===== config.mk =====
export PLATFORM = sky130hd
export DESIGN_NAME = uart_rec_ctrl
export DESIGN_NICKNAME = d
export VERILOG_FILES = /design/src/rtl/uart_pkg.sv /design/src/rtl/uart_rec_shiftreg.sv /design/src/rtl/uart_rec_ctrl.sv
export SDC_FILE = /design/constraint.sdc
export NUM_CORES = 1
export LEC_CHECK = 0
export ABC_AREA = 1
export BUFFER_PORTS_ARGS = -buffer_cell sky130_fd_sc_hd__buf_4
export CORE_MARGIN = 10
export CORE_UTILIZATION = 60
export DETAILED_ROUTE_END_ITERATION = 12
export PLACE_DENSITY_LB_ADDON = 0.12
export RECOVER_POWER = 25
export SLEW_MARGIN = 20
export SYNTH_ARGS = -nofsm -noshare
export SYNTH_HDL_FRONTEND = slang
export SYNTH_SLANG_ARGS = --single-unit
export TNS_END_PERCENT = 5

===== constraint.sdc =====
create_clock -name clk -period 4 [get_ports clk]
set_clock_uncertainty 0.2 [all_clocks]
set_input_delay 0.8 -clock clk [delete_from_list [all_inputs] [get_ports clk]]
set_output_delay 0.8 -clock clk [all_outputs]
set_load 0.005 [all_outputs]

===== src/rtl/uart_pkg.sv =====
// Shared types and constants for the UART receive sequencer.
package uart_pkg;

  typedef enum logic [1:0] {
    SH_HOLD = 2'b00,
    SH_IN   = 2'b01,
    SH_CLR  = 2'b11
  } reg_shift_t;

  typedef enum logic [1:0] {
    IDLE,
    LEAD,
    SHIFT,
    HOLD
  } rec_state_t;

  localparam int unsigned LEAD_PERIODS = 3;

endpackage


===== src/rtl/uart_rec_shiftreg.sv =====
// packetSize-wide receive shift register; MSB-first, new bits enter at bit 0.
module uart_rec_shiftreg
  import uart_pkg::*;
#(
  parameter int unsigned packetSize = 16
) (
  input  logic                  clk,
  input  logic                  rst,
  input  logic                  regLD,
  input  logic [1:0]            regShift,
  input  logic                  bsIn,
  output logic [packetSize-1:0] data
);

  always_ff @(posedge clk) begin
    if (rst || regLD) begin
      data <= '0;
    end else begin
      case (reg_shift_t'(regShift))
        SH_IN:   data <= {data[packetSize-2:0], bsIn};
        SH_CLR:  data <= '0;
        default: data <= data;
      endcase
    end
  end

endmodule


===== src/rtl/uart_rec_ctrl.sv =====
// UART receive sequencer: lead-in timing, mid-bit sampling and valid/ack hand-off.
// Optional trailing even-parity bit enabled by defining UART_REC_PARITY_EN.
module uart_rec_ctrl
  import uart_pkg::*;
#(
  parameter int unsigned packetSize = 16,
  parameter int unsigned cycleDiv   = 100
) (
  input  logic                  clk,
  input  logic                  rst,
  input  logic                  bsIn,
  input  logic                  recSig,
  input  logic                  dataAck,
  output logic [packetSize-1:0] data,
  output logic                  dataValid,
  output logic                  busy,
  output logic                  overrun,
  output logic                  parityErr
);

  localparam int unsigned SP = cycleDiv / 2;
`ifdef UART_REC_PARITY_EN
  localparam int unsigned FRAME_BITS = packetSize + 1;
`else
  localparam int unsigned FRAME_BITS = packetSize;
`endif
  localparam int unsigned CNT_W = (cycleDiv > 1) ? $clog2(cycleDiv) : 1;
  localparam int unsigned IDX_W = $clog2(FRAME_BITS + LEAD_PERIODS);

  localparam logic [CNT_W-1:0] CNT_MAX  = CNT_W'(cycleDiv - 1);
  localparam logic [CNT_W-1:0] CNT_SP   = CNT_W'(SP);
  localparam logic [IDX_W-1:0] LEAD_END = IDX_W'(LEAD_PERIODS - 1);
  localparam logic [IDX_W-1:0] LAST_BIT = IDX_W'(FRAME_BITS - 1);
  localparam logic [IDX_W-1:0] DATA_END = IDX_W'(packetSize);

  rec_state_t       state, next_state;
  logic [CNT_W-1:0] cnt;
  logic [IDX_W-1:0] bit_idx;
  logic             cnt_wrap, at_sp;
  logic             reg_ld;
  reg_shift_t       reg_shift;

  assign cnt_wrap = (cnt == CNT_MAX);
  assign at_sp    = (cnt == CNT_SP);

  always_ff @(posedge clk) begin
    if (rst) state <= IDLE;
    else     state <= next_state;
  end

  // In LEAD, bit_idx counts completed bit periods; in SHIFT it counts samples.
  always_comb begin
    next_state = state;
    reg_ld     = 1'b0;
    reg_shift  = SH_HOLD;
    case (state)
      IDLE: begin
        if (recSig) begin
          next_state = LEAD;
          reg_ld     = 1'b1;
        end
      end
      LEAD: begin
        if (cnt_wrap && bit_idx == LEAD_END) next_state = SHIFT;
      end
      SHIFT: begin
        if (at_sp) begin
          if (bit_idx < DATA_END) reg_shift = SH_IN;
          if (bit_idx == LAST_BIT) next_state = HOLD;
        end
      end
      HOLD: begin
        if (dataAck) begin
          if (recSig) begin
            next_state = LEAD;
            reg_ld     = 1'b1;
          end else begin
            next_state = IDLE;
          end
        end
      end
      default: next_state = IDLE;
    endcase
  end

  always_ff @(posedge clk) begin
    if (rst) begin
      cnt     <= '0;
      bit_idx <= '0;
    end else if (next_state != state) begin
      cnt     <= '0;
      bit_idx <= '0;
    end else if (state == LEAD || state == SHIFT) begin
      cnt <= cnt_wrap ? '0 : cnt + 1'b1;
      if ((state == LEAD && cnt_wrap) || (state == SHIFT && at_sp))
        bit_idx <= bit_idx + 1'b1;
    end
  end

  always_ff @(posedge clk) begin
    if (rst) begin
      busy      <= 1'b0;
      dataValid <= 1'b0;
      overrun   <= 1'b0;
    end else begin
      busy      <= (next_state == LEAD) || (next_state == SHIFT);
      dataValid <= (next_state == HOLD);
      if (state == HOLD) begin
        if (dataAck)     overrun <= 1'b0;
        else if (recSig) overrun <= 1'b1;
      end
    end
  end

`ifdef UART_REC_PARITY_EN
  // Parity bit is consumed on the sample after the last data bit and never enters data.
  always_ff @(posedge clk) begin
    if (rst) begin
      parityErr <= 1'b0;
    end else if (state == SHIFT && at_sp && bit_idx == DATA_END) begin
      parityErr <= (^data) ^ bsIn;
    end else if (state == HOLD && dataAck) begin
      parityErr <= 1'b0;
    end
  end
`else
  assign parityErr = 1'b0;
`endif

  uart_rec_shiftreg #(
    .packetSize(packetSize)
  ) u_shiftreg (
    .clk      (clk),
    .rst      (rst),
    .regLD    (reg_ld),
    .regShift (reg_shift),
    .bsIn     (bsIn),
    .data     (data)
  );

endmodule


* Yosys cells after proc, flatten, opt, wreduce, memory -nomap -nowiden
Index checks and enable logic that the tools add are counted.
** Word-level totals
- Input bits :: 5
- Bits in latches :: 0
- Memory bits (read-only) :: 0
- Register bits :: 33
- Memory bits (writable) :: 0
- Output and inout port bits :: 20
- Memories kept :: 0
** Cells by class
- Multiply operators :: 0
- Eq/ne operators :: 13
- Mux-type cells :: 17
- Reductions and logical operators :: 13
- Shifts and indexed selects :: 0
- Divide/modulo/power cells :: 0
- Bitwise operators :: 0
- Add/sub/neg operators :: 2
- $lt $le $gt $ge :: 1
** Operators with widths (number)
- $pmux W16 S2 :: 1
- $mux W2 :: 5
- $eq A2 B2 Y1 const B :: 4
- $mux W1 :: 8
- $pmux W2 S4 :: 1
- $add A7 B1 Y7 const B :: 1
- $eq A7 B6 Y1 const B :: 1
- $eq A7 B7 Y1 const B :: 1
- $mux W7 :: 1
- $add A5 B1 Y5 const B :: 1
- $eq A5 B2 Y1 const B :: 1
- $eq A5 B4 Y1 const B :: 1
- $lt A5 B5 Y1 const B :: 1
- $eq A2 B1 Y1 const B :: 2
- $logic_or A1 B1 Y1 :: 4
- $reduce_and A2 Y1 :: 2
- $reduce_bool A2 Y1 :: 2
- $logic_and A1 B1 Y1 :: 3
- $eq A1 B2 Y1 const B :: 1
- $logic_not A2 Y1 :: 1
- $ne A2 B2 Y1 :: 1
- $pmux W1 S2 :: 1
- $reduce_or A2 Y1 :: 1
- $eq A1 B1 Y1 const B :: 1

* Depth between registers and ports, before layout
- Depth after elaboration :: 6
- Gate-level depth with buffers :: 14
- Mapped depth without buffers :: 14

* Hierarchy
A second synthesis with hierarchy kept.
** Second synthesis, totals
- Cells, all modules :: 234
- Area total of the unflattened synthesis :: 1848.0 sq um
** By module, submodules not included
- uart_rec_ctrl :: area an instance 1196.1 sq um, cells each 161, times used 1
- uart_rec_shiftreg :: area an instance 651.9 sq um, cells each 73, times used 1

* Worst setup path after synthesis
OpenSTA, ideal clock, no wires.
- Path type :: register -> register
- From :: reg bit_idx[0]
- To :: reg busy
- Buffers on the path :: 0
- Library setup time :: 0.109 ns
- Cell stages (with the launch flop) :: 15
- Period minus slack after synthesis :: 1.896 ns
- Data required time :: 3.691 ns
- Setup slack :: 2.104 ns
- Arrival time :: 1.587 ns
- Path through :: dfxtp_1 -> ha_1 -> nand2_1 -> nor2_1 -> ha_1 -> nand2_1 -> inv_1 -> nand3_1 -> nand2_1 -> nand2_1 -> o21a_1 -> inv_1 -> ha_1 -> inv_1 -> nor2_1
** Between the ends
- Word-level cells in the longest chain between the ends :: 6
- Elaborated cells between the ends (all ways) :: 10
- Classes of those cells :: eq/ne (4); mux (4); reduce/logical (2)
** Ends and longest elaborated chain
- from (decl) :: line uart_rec_ctrl.sv:38 : logic [IDX_W-1:0] bit_idx;
- from (signal assigned) :: line uart_rec_ctrl.sv:96 : bit_idx <= bit_idx + 1'b1;
- $eq A5 B4 Y1 or $eq A5 B2 Y1 (tied branches) :: line uart_rec_ctrl.sv:69, uart_rec_ctrl.sv:64
- $mux W2 or $logic_and A1 B1 Y1 (tied branches) :: line uart_rec_ctrl.sv:69, uart_rec_ctrl.sv:64
- $mux W2 (on tied branches) :: line uart_rec_ctrl.sv:67, uart_rec_ctrl.sv:64
- $pmux W2 S4 * :: line uart_rec_ctrl.sv:56 : case (state)
- named net next_state[0] :: line uart_rec_ctrl.sv:36 : rec_state_t state, next_state;
- $eq A2 B1 Y1 or $eq A2 B2 Y1 (tied branches) :: line uart_rec_ctrl.sv:106 : busy <= (next_state == LEAD) || (next_state == SHIFT);
- $logic_or A1 B1 Y1 * :: line uart_rec_ctrl.sv:106
- to (signal assigned) :: line uart_rec_ctrl.sv:106
- to (decl) :: line uart_rec_ctrl.sv:16 : output logic busy,
Mark *: on every way through the listed nets, which the timed path passes. The rest lies on a longest branch.
A chain may end at the register's enable or synchronous reset.

* Final worst setup path
- From :: reg state[0]
- To :: reg cnt[5]
** Between the ends
- Word-level cells in the longest chain between the ends :: 5
- Elaborated cells between the ends (all ways) :: 13
- Classes of those cells :: eq/ne (4); mux (6); reduce/logical (3)
** Ends and longest elaborated chain
- from (decl) :: line uart_rec_ctrl.sv:36
- from (signal assigned) :: line uart_rec_ctrl.sv:48 : else state <= next_state;
- $mux W2 :: line uart_rec_ctrl.sv:69 : if (bit_idx == LAST_BIT) next_state = HOLD;
- $mux W2 :: line uart_rec_ctrl.sv:67 : if (at_sp) begin
- $pmux W2 S4 :: line uart_rec_ctrl.sv:56
- $ne A2 B2 Y1 :: line uart_rec_ctrl.sv:90 : end else if (next_state != state) begin
- $reduce_or A2 Y1 (no source line)
- to (signal assigned) :: line uart_rec_ctrl.sv:94 : cnt <= cnt_wrap ? '0 : cnt + 1'b1;
- to (decl) :: line uart_rec_ctrl.sv:37 : logic [CNT_W-1:0] cnt;
Parallel ways exist; a longest one is shown, timed or not.

==> results by group <==
Synthesis
  • Async S/R FF share, synth: 0%
  • Top-count cell post-synth: nand2_1
  • Mapped Cells: around 230
  • Share of the synthesized area in the top cell type: 37.1%
  • Post-synth top cells: nand2_1 (49), dfxtp_1 (33), inv_1 (28)
  • Average size of a mapped cell: slightly below 8 µm²
  • Yosys Warn Count: 0
  • Synth cell types: 31
  • Post-synth EDFFs: 0
  • Synth area leaders: dfxtp_1 (37%), nand2_1 (10%), ha_1 (7.7%), inv_1 (5.9%), nand2_2 (4.6%)
  • Syn Std Cell Area: roughly 1800 µm²
  • #FFs+latches synth: 33
  • Leading area contributor after synthesis: dfxtp_1
  • Sequential area share after synthesis: ~37%
  • Syn Nets: between 200 and 250
  • Top_reg_cell synth: dfxtp_1

Outcome
  • Status: complete, no violations

Routing
  • WL per Instance: roughly 12 µm
  • DRC violations left: 0
  • TritonRoute pass-1 iters: 5
  • Final WL: about 3.4 mm
  • ANT nets after route: 0
  • Vias per std cell: roughly 5.0
  • DR iter-0 viols: a little under 80
  • Total number of vias: between 1000 and 1500

Final layout
  • Number of antenna diodes: 0
  • Area delta synth->final: 12.9%
  • Final net count: 271
  • Post-route cell area: approximately 2000 µm²
  • Share of layout cells above drive strength 1: between 20% and 30%

Global routing
  • Global-route wire length before repair: 5.88 mm
  • Vias in the first global route: between 1000 and 1500
  • Antenna violations before repair: 0
  • GRT Overall Usage: 13.5%
  • Largest net degree at the start of global routing: 18
  • Gr ovfl total: 0

Die
  • Die area: about 5500 µm²
  • Num ports: 25
  • Rows: 19
  • Core Region: 2810 µm²
  • Die X: approximately 74 µm
  • Initial Util: 63.5%
  • Die height: about 74 µm

Timing
  • Unrepaired setup endpoints after global routing: false
  • Achievable Freq: 448 MHz
  • # setup viols final: 0
  • Post-route clock period utilization: a little under three fifths
  • Tmin final: 2.23 ns
  • Slew HR: between 60% and 70%
  • Setup TNS: 0 ns
  • Setup slack after layout: around 1.8 ns
  • Pins over their slew limit: 0
  • Final count of hold timing violations: 0
  • Worst Max-Slew Pin Slew: 0.585 ns

Clocking
  • Postcts setup bufs: 0
  • H-tree depth: 2
  • CTS tree: built
  • Clock sink total: 33
  • Clk Latency, worst-skew pair: 0.33 ns
  • Clock transition at path regs: about 0.10 ns
  • CTS Hold Buffers Added: 0
  • CTS max path bufs: 2
  • CTS buffer count: 5
  • Clk root buf: clkbuf_4
  • CTS resizes: 0

Setup path
  • Crit-path slowest cell: ha_1
  • Required @ worst endpoint: around 4.1 ns
  • Crit path launch type: register
  • Critical path class: reg -> reg
  • Worst-path fanout max: 9
  • Most used cell along the critical path: inv_1
  • Worst-path cell chain: inv_1, ha_1, inv_1, nor3_2, nand2_1, o21bai_1, o211ai_1, nor2_2
  • CP delay by family, top: adder cells
  • CP max stage delay: approximately 0.5 ns
  • Worst Path Buf+Inv: 2
  • Critical path arrival: between 2 and 2.5 ns
  • Worst Setup End Kind: register

Power and ir drop
  • Overall power: 663 µW
  • Peak VDD IR: about 0.26 mV
  • P_leak: 0.000833 µW
  • Pwr dens: ~330 nW/µm²

Flow run
  • Max-Cap Viols: 0

Placed design
  • # port buffers: 23
  • RePlAce Congestion: 0.903
  • Place WS: ~1.8 ns
  • Post-DP HPWL: around 2.6 mm
  • Dpl cell area: between 1500 and 2000 µm²

Min path
  • Hold Crit Class: reg -> reg
report_power, final:
part | leakage [µW] | total (µW) | switching [µW] | internal (µW)
sequential | 0.000266 | 338 | 4.13 | 333
combinational | 0.000521 | 70.2 | 48.3 | 21.9
clock | 0.0000455 | 256 | 106 | 149
total | 0.000833 | 663 | 159 | 505
final timing paths:
check	from	end	depth (start not counted)	slack, ns
worst max-delay path	state[0]$_SDFF_PP0_	cnt[5]$_SDFFE_PP0P_	8	1.77
worst min-delay path	u_shiftreg.data[2]$_SDFFE_PP0P_	u_shiftreg.data[3]$_SDFFE_PP0P_	2	0.28
worst max register to register	state[0]$_SDFF_PP0_	cnt[5]$_SDFFE_PP0P_	8	1.77
worst min register to register	u_shiftreg.data[2]$_SDFFE_PP0P_	u_shiftreg.data[3]$_SDFFE_PP0P_	2	0.28
metal layers:
layer | part of all wire, % | routed length, µm | GRT usage, %
met3 | 5.4 | 186 | 5.05
met1 | 48 | 1660 | 16.7
met5 | 0 | 0 | 0
met2 | 45 | 1540 | 20.2
met4 | 1.7 | 58 | 6.30
worst reg2reg max path, delay by kind of cell (launching register included):
kind                       cells  cell delay [ns]
AOI/OAI and AO/OA              2             0.32
adders and majority gates      1             0.49
buffers and inverters          2             0.28
DFF                            1             0.42
and+or+nand+nor                3             0.46
cell usage in the layout (no fill, tap or decap), drive strengths merged:
cell and n:
xor2 4, nand2 64, nor2 29, conb 1, buf 12, a21oi 20, or2 1, o21a 1
inv 33, dfxtp 33, clkbuf 18, ha 11, nor3 2, o22ai 1, bufinv 1, o21bai 2
o211ai 1, o21ai 8, nand3 14
final cells by class:
| class | count | area (µm²) |
|---|---|---|
| multi-input cells | 159 | 935 |
| fillers | 255 | 796 |
| flip-flops and latches | 33 | 661 |
| repair buffers | 23 | 161 |
| inverters | 33 | 129 |
| clock buffers | 7 | 55.1 |
| well taps | 31 | 38.8 |
| clock inverters | 1 | 30.0 |
metrics by stage:
step | std cells | hold slack [ns] | util (%)
final | 287 | 0.281 | 71.6
after floorplan | 231 | 0.260 | -
after global routing | 287 | 0.298 | 71.6
after detailed placement | 279 | 0.272 | 69.1
after CTS | 287 | 0.287 | 72.1
after global placement | 279 | 0.267 | 69.1
sequential cells by signal (all words and copies together), names as in the netlist:
signal and cells:
bit_idx 5, busy 1, cnt 7, dataValid 1
overrun 1, state 2, u_shiftreg.data 16
kinds of logic after synthesis:
group | synth area share [%]
AO/OA/AOI/OAI | 11.8
AND/OR/NAND/NOR | 30.5
flip-flops | 37.1
adder cells (fa/ha/maj) | 7.73
XOR/XNOR | 2.39
other | 0.211
buffers and inverters | 10.3
No activity file was read; power rests on OpenSTA's default activity.
